`config.mk`:
```
export PLATFORM = sky130hd
export DESIGN_NAME = serializer
export DESIGN_NICKNAME = d
export VERILOG_FILES = /design/src/rtl/serializer.sv
export SDC_FILE = /design/constraint.sdc
export NUM_CORES = 1
export LEC_CHECK = 0
export BUFFER_PORTS_ARGS = -buffer_cell sky130_fd_sc_hd__buf_4
export CORE_AREA = 2 2 39 41
export CTS_CLUSTER_SIZE = 12
export DETAILED_ROUTE_END_ITERATION = 6
export DIE_AREA = 0 0 41 43
export PLACE_DENSITY = 0.71
export SYNTH_ARGS = -nofsm -noshare
export SYNTH_HDL_FRONTEND = slang
export SYNTH_SLANG_ARGS = --single-unit
```
`constraint.sdc`:
```
create_clock -name clk -period 2.6 [get_ports clk]
set_input_delay 0.26 -clock clk [delete_from_list [all_inputs] [get_ports clk]]
set_output_delay 0.26 -clock clk [all_outputs]
set_load 0.01 [all_outputs]
```
`src/rtl/serializer.sv`:
```
// Parallel-in, serial-out shifter with busy/done status.
// A load restarts the word from scratch, even when a word is still shifting out.
module serializer #(
  parameter int WIDTH     = 8,
  parameter bit MSB_FIRST = 1'b1
) (
  input  logic             clk,
  input  logic             rst,
  input  logic [WIDTH-1:0] par_data,
  input  logic             load,
  output logic             ser_o,
  output logic             busy,
  output logic             done
);

  localparam int CW = $clog2(WIDTH + 1);

  logic [WIDTH-1:0] sreg;
  logic [CW-1:0]    cnt;
  logic [WIDTH-1:0] sreg_shift;

  // The bit currently on the line always sits at the exit end of sreg.
  generate
    if (MSB_FIRST) begin : g_msb
      assign sreg_shift = {sreg[WIDTH-2:0], 1'b0};
      assign ser_o      = busy & sreg[WIDTH-1];
    end else begin : g_lsb
      assign sreg_shift = {1'b0, sreg[WIDTH-1:1]};
      assign ser_o      = busy & sreg[0];
    end
  endgenerate

  assign busy = (cnt != '0);

  always_ff @(posedge clk or negedge rst) begin
    if (!rst) begin
      sreg <= '0;
      cnt  <= '0;
      done <= 1'b0;
    end else if (load) begin
      sreg <= par_data;
      cnt  <= CW'(WIDTH);
      done <= 1'b0;
    end else if (busy) begin
      sreg <= sreg_shift;
      cnt  <= cnt - CW'(1);
      done <= (cnt == CW'(1));
    end else begin
      done <= 1'b0;
    end
  end

endmodule

```
==> results of run 1 <==
worst min-delay path, cell delays in order:
cell and delay (ns):
buf_4 0.07, nand2_1 0.04, o21ai_0 0.06
timing repair:
action                                  CTS  global route
hold buffers                              1             0
hold endpoints to repair                 13             0
gates resized for setup                   0             0
buffers inserted                          0             0
endpoints found under the setup margin    0             0
cell usage in the layout (no fill, tap or decap):
| cell type | synthesis | routed |
|---|---|---|
| and2_1 | 2 | 2 |
| a211oi_2 | 1 | 1 |
| ha_1 | 3 | 3 |
| nand2_1 | 9 | 9 |
| dfrtp_1 | 13 | 13 |
| a21oi_1 | 14 | 14 |
| xnor2_1 | 2 | 2 |
| o21ai_0 | 1 | 1 |
| a211o_1 | 1 | 1 |
| clkbuf_4 | 0 | 3 |
| dlygate4sd3_1 | 0 | 1 |
| inv_1 | 3 | 3 |
| nor4_1 | 1 | 1 |
| nor3_1 | 2 | 2 |
| or3_1 | 1 | 1 |
| nor2_1 | 2 | 2 |
| nor2b_1 | 7 | 7 |
| nor3b_2 | 1 | 1 |
| buf_4 | 1 | 14 |
| clkbuf_1 | 2 | 1 |
area by class of cell:
cell class / count / area [um2]
clock buffers: 4 / 26.3
fillers: 134 / 602
inverters: 3 / 11.3
multi-input cells: 47 / 284
flip-flops and latches: 13 / 325
well taps: 16 / 20.0
repair buffers: 15 / 115
flip-flops by register name (all words and copies together) (netlist names):
signal,flops
done,1
sreg,8
cnt,4
path summary, 6_finish.rpt:
kind                                 to  slack [ns]  cells past startpoint
min in group asynchronous       sreg[1]        0.36                      2
worst min register to register  sreg[1]        0.53                      2
worst max register to register   cnt[1]        1.00                      7
max in group asynchronous       sreg[7]        2.08                      2
worst min-delay path            sreg[0]        0.20                      3
worst max-delay path              ser_o        0.50                      7
power by group through the flow:
stage / logic (mW) / clock network (mW) / registers [mW]
6_report: 0.242 / 0.125 / 0.292
5_1_grt: 0.271 / 0.140 / 0.300
4_1_cts: 0.246 / 0.130 / 0.292
3_5_place_dp: 0.242 / 0 / 0.296
3_3_place_gp: 0.236 / 0 / 0.294
2_1_floorplan: 0.191 / 0 / 0.287
cell families after synthesis:
group | Yosys count | share of synthesized area
fa+ha+maj | 3 | 0.0580
buf+inv | 7 | 0.0580
flops | 13 | 0.503
xor+xnor | 2 | 0.0271
simple gates | 25 | 0.205
compound gates | 17 | 0.149
per-layer routing:
| layer | part of all wire | GRT usage |
|---|---|---|
| met2 | 0.50 | 0.216 |
| met4 | 0.014 | 0.100 |
| met5 | 0 | 0 |
| met3 | 0.045 | 0.0314 |
| met1 | 0.44 | 0.195 |
==> metrics, run 1 <==
status finished clean; Synth area leaders dfrtp_1 (50%), a21oi_1 (11%), nor2b_1 (6.8%); Area growth syn-to-layout 20.9%; post-DP HPWL 733 um; Worst R2R Start cnt[0]; gr ovfl total 0; die width 41 um; largest net degree at the start of global routing 22; commonest cells in the netlist a21oi_1 (14), dfrtp_1 (13), nand2_1 (9); Die Area 1760 um2; Yosys top cell by area dfrtp_1; Critical Path AT 1.84 ns; Slew @ Worst Pin 0.291 ns; crit-path leading delay family buffers and inverters; Die Y 43 um; most used flip-flop cell after synthesis dfrtp_1; Root Buffer clkbuf_4; Synth async-reset ratio 1.00; H-tree level count 1; Starting Density 0.467; largest fanout on the critical path 11; initial antenna violation count 0; IO Count 14; GRT Util Overall 0.151; Max Transition Viols Final 0; Fin. Hold Viols 0; register share of total power 0.443; non-filler cells, final 98; Post-DP Area 746 um2; TNS Setup 0 ns; fin area 782 um2; leakage 0.367 nW; drc violations 0; port buffer count 13; initial drt markers 12; Synth Instances 67; DR vias/cell 5.08; cells along the critical path inv_1, ha_1, nor3b_2, buf_4, inv_1, and2_1, buf_4; RD Place Congestion 0.713; clock sink total 13; worst rel slew slack 0.806; most common cell in the synthesized netlist a21oi_1; RSZ-0062 raised after global routing false; crit path kind register to output port; Seq/Total Area, Yosys 0.503; fraction of layout cells with a size suffix above 1 0.232; Clk pwr share 0.189; Buffers & Inverters on Critical Path 4; CP required 2.34 ns; fin crit share 0.806; WL/cell 10.7 um; Synth Warn # 0; Mapped Area 647 um2; CTS Buf Count 3; Distinct cells, synth 19; dpl cells 93; Worst Setup End Kind output port; clock transition at the registers of the reported paths 0.08 ns; minimum hold slack 0.195 ns; CP Launch Point cnt[0]; sw frac 0.344; synthesized flop and latch total 13; WL final 1050 um; f_max 477 MHz; vias in the first global route 425; hold_sp par_data[0]; Worst setup SP type register; first-pass GRT wire length 1770 um; Inserted Diodes 0; placeable core region 1380 um2; setup slack after layout 0.503 ns; max-cap viol count 0; Via Count 498; CP max stage cell dfrtp_1; Power Internal 0.432 mW; worst slack, placed 0.810 ns; drt first pass iters 4; Synth Area per Inst 9.65 um2; Peak VDD IR 0.329 mV; total power 0.659 mW; clk_lat worst skew 0.27 ns; Pwr Density 843 nW/um2; DRT antenna net count 0; final setup violation count 0; Final nets 97; Sw Pwr 0.227 mW; CTS tree yes; syn_nets 81; row cnt 14; Final Util 0.565; Bufs on Longest Clock Path 2; Hold Crit Class input port to register; Gate power share 0.368; Post-synth EDFFs 0; Critical Path Max Stage Delay 0.40 ns; Layout Skew 0.00152 ns; Synth top area share 0.503; min Tclk post-route 2.10 ns
(Power assumes the default switching activity.)
==> inputs of run 2 (changes only) <==
- ABC_AREA: default -> 1
- CORE_AREA: 2 2 39 41 -> 2 2 40 42
- DIE_AREA: 0 0 41 43 -> 0 0 42 44
- PLACE_DENSITY: 0.71 -> 0.72
- clock period: 2.6 -> 2.17 ns (I/O delays scaled with it)
==> run 2 against run 1 <==
Final area up 6.1%. Clock skew up 0.0013 ns. Combinational power up 27%. Non-clock buffer count down 1. Sequential power up 21%. Global-route usage up 0.18 points. Largest power group unchanged.
==> metrics, run 2 <==
initial drt markers 16 (was 12); Synth Warn # 0 (unchanged); most common cell in the synthesized netlist nand2_1 (was a21oi_1); clock sink total 13 (unchanged); biggest regs sreg: 8 flops, cnt: 4 flops, done: 1 flops (unchanged); Distinct cells, synth 18 (was 19); syn_nets 100 (was 81); Starting Density 0.489 (was 0.467); Synth top area share 0.468 (was 0.503); commonest non-fill, non-tap cell in the layout nand2_1; Synth Instances 86 (was 67); Pwr Density 969 nW/um2 (was 843 nW/um2); CTS tree yes (unchanged); commonest cells after routing, fill and taps aside nand2_1 (38), dfrtp_1 (13), buf_4 (13) (was a21oi_1 (14), buf_4 (14), dfrtp_1 (13)); Post-synth EDFFs 0 (unchanged); fillers 134 (unchanged); Via Count 573 (was 498); placeable core region 1420 um2 (was 1380 um2); f_max 614 MHz; drt first pass iters 4 (unchanged); drc violations 0 (unchanged); clk_lat worst skew 0.27 ns (about the same); Fin. Hold Viols 0 (unchanged); most used flip-flop cell after synthesis dfrtp_1 (unchanged); Area growth syn-to-layout 19.5% (was 20.9%); Worst setup SP type register (unchanged); synthesized flop and latch total 13 (unchanged); gr ovfl total 0 (unchanged); Yosys top cell by area dfrtp_1 (unchanged); Die Area 1850 um2 (was 1760 um2); Worst Hold Endpoint sreg[0] (unchanged); GRT Util Overall 0.152 (was 0.151); port buffer count 13 (unchanged); first-pass GRT wire length 2120 um (was 1770 um); vias in the first global route 555 (was 425); RSZ-0062 raised after global routing false (unchanged); worst slack, placed 0.826 ns (was 0.810 ns); TNS Setup 0 ns (unchanged); Peak VDD IR 0.404 mV (was 0.329 mV); Hold Crit Class input port to register (unchanged); crit path kind register to output port (unchanged); max-cap viol count 0 (unchanged); largest fanout on the critical path 4 (was 11); fin crit share 0.751; CTS Buf Count 3 (unchanged); Worst R2R Start cnt[0] (unchanged); Final nets 117 (was 97); fraction of layout cells with a size suffix above 1 0.216 (was 0.232); RD Place Congestion 0.771 (was 0.713); Critical Path AT 1.41 ns (was 1.84 ns); Slew @ Worst Pin 0.190 ns (was 0.291 ns); Worst Setup End Kind output port (unchanged); worst rel slew slack 0.873 (was 0.806); WL final 1220 um (was 1050 um); worst hold path depth 3 (unchanged); final setup violation count 0 (unchanged); Mapped Area 694 um2 (was 647 um2); DRT antenna net count 0 (unchanged); Seq/Total Area, Yosys 0.468 (was 0.503); DR vias/cell 4.86 (was 5.08); Die Y 44 um (was 43 um); Biggest register sreg (unchanged); Layout Skew 0.00283 ns (was 0.00152 ns); Worst R2R End sreg[4] (was cnt[1]); Post-CTS Setup Inserts 0 (unchanged); initial antenna violation count 0 (unchanged); max reg flops 8 (unchanged); Synth async-reset ratio 1.00 (unchanged); r2r setup slk 0.80 ns (was 1.00 ns); Bufs on Longest Clock Path 2 (unchanged); leakage 0.468 nW (was 0.367 nW); row cnt 14 (unchanged); CP required 1.95 ns (was 2.34 ns); IO Count 14 (unchanged); setup slack after layout 0.540 ns (was 0.503 ns); Max Transition Viols Final 0 (unchanged); commonest cells in the netlist nand2_1 (38), dfrtp_1 (13), inv_1 (7), nand3_1 (7), nor2_1 (6) (was a21oi_1 (14), dfrtp_1 (13), nand2_1 (9)); post-DP HPWL 929 um (was 733 um); H-tree level count 1 (unchanged); post-CTS resize count 0 (unchanged); clock transition at the registers of the reported paths 0.08 ns (about the same); Root Buffer clkbuf_4 (unchanged); die width 42 um (was 41 um); Inserted Diodes 0 (unchanged); largest net degree at the start of global routing 14 (was 22); reg2reg path depth 7 (unchanged); min Tclk post-route 1.63 ns; hold_sp par_data[0] (unchanged); WL/cell 10.3 um (was 10.7 um); Synth area leaders dfrtp_1 (47%), nand2_1 (21%), ha_1 (5.4%) (was dfrtp_1 (50%), a21oi_1 (11%), nor2b_1 (6.8%)); Synth Area per Inst 8.07 um2 (was 9.65 um2); status finished clean (unchanged)
[run 2: cell types whose count changed in the layout (fill, tap and decap cells not counted), sizes merged, moves of 2 or more]
cell   delta
nand3     +7
nand2    +31
nor2      +6
inv       +5
and2      -2
a21oi    -13
nor3      -2
nor2b     -7
[run 2: area by class of cell]
class,instances,area (um2),area share
Sequential cell,13,325,0.392
Tap cell,16,20.0,0.0241
Timing Repair Buffer,14,108,0.130
Clock buffer,4,26.3,0.0317
Inverter,8,30.0,0.0362
Multi-Input combinational cell,63,320,0.386
[run 2: worst max-delay path by stage]
stage / cells after the start / start / to
after floorplan: 7 / cnt[0] / sreg[2]
after global placement: 6 / cnt[0] / ser_o
after detailed placement: 7 / cnt[0] / sreg[4]
after CTS: 6 / cnt[0] / ser_o
after global routing: 6 / cnt[0] / ser_o
final: 6 / cnt[0] / ser_o
[run 2: what timing repair did]
item,CTS,global route
endpoints found under the setup margin,0,0
hold endpoints to repair,13,0
hold buffers,1,0
[run 2: report_power, final]
part	leakage [nW]	switching, mW	internal, mW
Sequential	0.162	0.0465	0.305
Combinational	0.292	0.180	0.127
Clock	0.0150	0.0738	0.0710
[run 2: critical path, stage by stage (launching register included)]
cell and delay, ns:
dfrtp_1 0.40, inv_1 0.12, ha_1 0.23, inv_1 0.07, nor2_1 0.14, nor2_1 0.05, buf_4 0.14
[run 2: per-stage QoR]
step / instances / hold slack (ns) / power, mW / util / instance area [um2]
global placement: 113 / 0.0707 / 0.658 / 0.559 / 793
floorplan: 86 / -0.0786 / 0.583 / - / 694
CTS: 118 / 0.137 / 0.814 / 0.585 / 830
global route: 118 / 0.154 / 0.879 / 0.585 / 830
finish: 118 / 0.143 / 0.804 / 0.585 / 830
detailed placement: 113 / 0.0716 / 0.665 / 0.559 / 793
[run 2: cells by family after synthesis]
group,synth area share
AOI/OAI and AO/OA,0.0270
DFF,0.468
adders and majority gates,0.0541
xor gates and xnor gates,0.0126
and+or+nand+nor,0.368
buffers and inverters,0.0703
[run 2: routing by layer]
metal	track usage	vias to the layer above	part of all wire
met4	0.103	0	0.0041
met2	0.238	13	0.47
li1	-	294	-
met1	0.195	264	0.48
met5	0	-	0
met3	0.0250	2	0.048
==> inputs of run 3 (changes only) <==
- ABC_AREA: 1 -> 0
- CORE_AREA: 2 2 40 42 -> 2 2 39 41
- DIE_AREA: 0 0 42 44 -> 0 0 41 43
- PLACE_DENSITY: 0.72 -> 0.71
- clock period: 2.17 -> 1.6 ns (I/O delays scaled with it)
==> run 3 against run 2 <==
Critical path depth stayed put. Die area is 4.6% lower. Via count decreased by 4.7%. Largest cell class unchanged. Highest routed layer unchanged.
==> metrics, run 3 (synthesized netlist as in run 1, its figures left out) <==
Worst setup SP type register (unchanged); clock sink total 13 (unchanged); first-pass GRT wire length 2030 um (was 2120 um); Worst Setup End Kind output port (unchanged); max-cap viol count 0 (unchanged); drc violations 0 (unchanged); RSZ-0062 raised after global routing true (was false); clock transition at the registers of the reported paths 0.08 ns (about the same); final setup violation count 0 (unchanged); vias in the first global route 502 (was 555); met1 usage 0.218 (was 0.195); Inserted Diodes 0 (unchanged); initial antenna violation count 0 (unchanged); Bufs on Longest Clock Path 2 (unchanged); met2 GRT Util 0.250 (was 0.238); Pwr Density 1460 nW/um2 (was 969 nW/um2); Max Transition Viols Final 0 (unchanged); Starting Density 0.467 (was 0.489); Peak VDD IR 0.590 mV (was 0.404 mV); f_max 630 MHz; placeable core region 1380 um2 (was 1420 um2); leakage 0.422 nW (was 0.468 nW); GRT Util Overall 0.172 (was 0.152); M3 GR Usage 0.0314 (was 0.0250); WL/cell 11.3 um (was 10.3 um); die width 41 um (was 42 um); gr ovfl total 0 (unchanged); largest fanout on the critical path 3 (was 4); DR vias/cell 5.06 (was 4.86); status finished clean (unchanged); Slew @ Worst Pin 0.204 ns (was 0.190 ns); RD Place Congestion 0.707 (was 0.771); Critical Path Max Stage Delay 0.40 ns (about the same); Area growth syn-to-layout 37.5% (was 19.5%); initial drt markers 17 (was 16); fin crit share 0.992; biggest regs sreg: 8 flops, cnt: 4 flops, done: 1 flops (unchanged); max reg flops 8 (unchanged); CP required 1.44 ns (was 1.95 ns); CTS Buf Count 3 (unchanged); Die Area 1760 um2 (was 1850 um2); row cnt 14 (unchanged); Critical Path AT 1.43 ns (was 1.41 ns); CP max stage cell dfrtp_1 (unchanged); IO Count 14 (unchanged); total power 1.30 mW (was 0.804 mW); most frequent cell on the critical path inv_2; Die Y 43 um (was 44 um); Biggest register sreg (unchanged); Layout Skew 0.00304 ns (was 0.00283 ns); min Tclk post-route 1.59 ns; Fin. Hold Viols 0 (unchanged); Root Buffer clkbuf_4 (unchanged); H-tree level count 1 (unchanged); drt first pass iters 4 (unchanged); fin area 890 um2 (was 830 um2); port buffer count 13 (unchanged); crit path kind register to output port (unchanged); WL final 1220 um (about the same); cells along the critical path inv_2, ha_4, nor3b_4, inv_2, and2_4, buf_6 (was inv_1, ha_1, inv_1, nor2_1, nor2_1, buf_4); Top Usage Layer GRT met2 (unchanged); Hold Crit Class input port to register (unchanged); clk_lat worst skew 0.28 ns (was 0.27 ns); Post-DP Area 753 um2 (was 793 um2); CTS tree yes (unchanged); commonest cells after routing, fill and taps aside buf_4 (21), a21oi_1 (14), dfrtp_1 (13) (was nand2_1 (38), dfrtp_1 (13), buf_4 (13)); commonest non-fill, non-tap cell in the layout buf_4 (was nand2_1); Via Count 546 (was 573); DRT antenna net count 0 (unchanged); Final nets 107 (was 117); largest net degree at the start of global routing 22 (was 14); worst rel slew slack 0.864 (was 0.873); post-DP HPWL 773 um (was 929 um); fraction of layout cells with a size suffix above 1 0.370 (was 0.216)
-- run 3: cell count changes in the layout (fill, tap and decap cells not counted), sizes merged, moves of 2 or more --
cell / previous run / this run
nand3: 7 / 0
buf: 13 / 24
inv: 8 / 3
and2: 0 / 2
nand2: 40 / 9
a21oi: 1 / 14
nor3: 0 / 2
nor2: 8 / 2
nor2b: 0 / 7
-- run 3: repair_timing --
item | CTS | global route
gates cloned | 0 | 0
hold buffers | 1 | 0
pin swaps | 0 | 2
setup buffers | 6 | 3
endpoints found under the hold margin | 13 | 0
setup endpoints to repair | 2 | 2
resized for setup | 7 | 3
-- run 3: cell type report --
class / count / area (um2)
tap: 16 / 20.0
fill: 126 / 494
inverter: 3 / 11.3
timing repair buffer: 25 / 201
sequential: 13 / 325
multi-input combinational: 47 / 305
clock buffer: 4 / 26.3
-- run 3: per-stage QoR --
stage                     instances  setup TNS, ns  utilization  setup slack (ns)  hold WS, ns
after CTS                       105        -0.0184        0.619           -0.0181       0.0772
final                           108              0        0.643            0.0134       0.0801
after global placement           94              0        0.544             0.171       0.0155
after floorplan                  67              0            -             0.231       -0.136
after detailed placement         94              0        0.544             0.129       0.0158
after global routing            108        -0.0884        0.643           -0.0574        0.114
-- run 3: worst max-delay path: cells and delay by family (launching register included) --
kind | cells | cell delay, ns
flip-flops | 1 | 0.40
buffers and inverters | 3 | 0.26
adder cells (fa/ha/maj) | 1 | 0.13
AND/OR/NAND/NOR | 2 | 0.35
-- run 3: power by group --
part | internal, mW | switching (mW) | total [mW]
clock | 0.0969 | 0.112 | 0.209
combinational | 0.349 | 0.256 | 0.605
sequential | 0.412 | 0.0712 | 0.483
-- run 3: worst paths after layout --
kind | startpoint | endpoint | slack, ns | cells past startpoint
worst max-delay path | cnt[1] | ser_o | 0.01 | 6
worst min-delay path | par_data[0] | sreg[0] | 0.08 | 3
worst max register to register | cnt[1] | cnt[1] | 0.17 | 7
worst min register to register | sreg[4] | sreg[5] | 0.53 | 2
max in group asynchronous | rst | sreg[5] | 1.19 | 2
min in group asynchronous | rst | cnt[0] | 0.25 | 2
-- run 3: layer usage --
layer | vias up | wire length [um]
met5 | - | 0
met4 | 0 | 27
met3 | 2 | 57
met2 | 14 | 590
met1 | 258 | 542
li1 | 272 | -
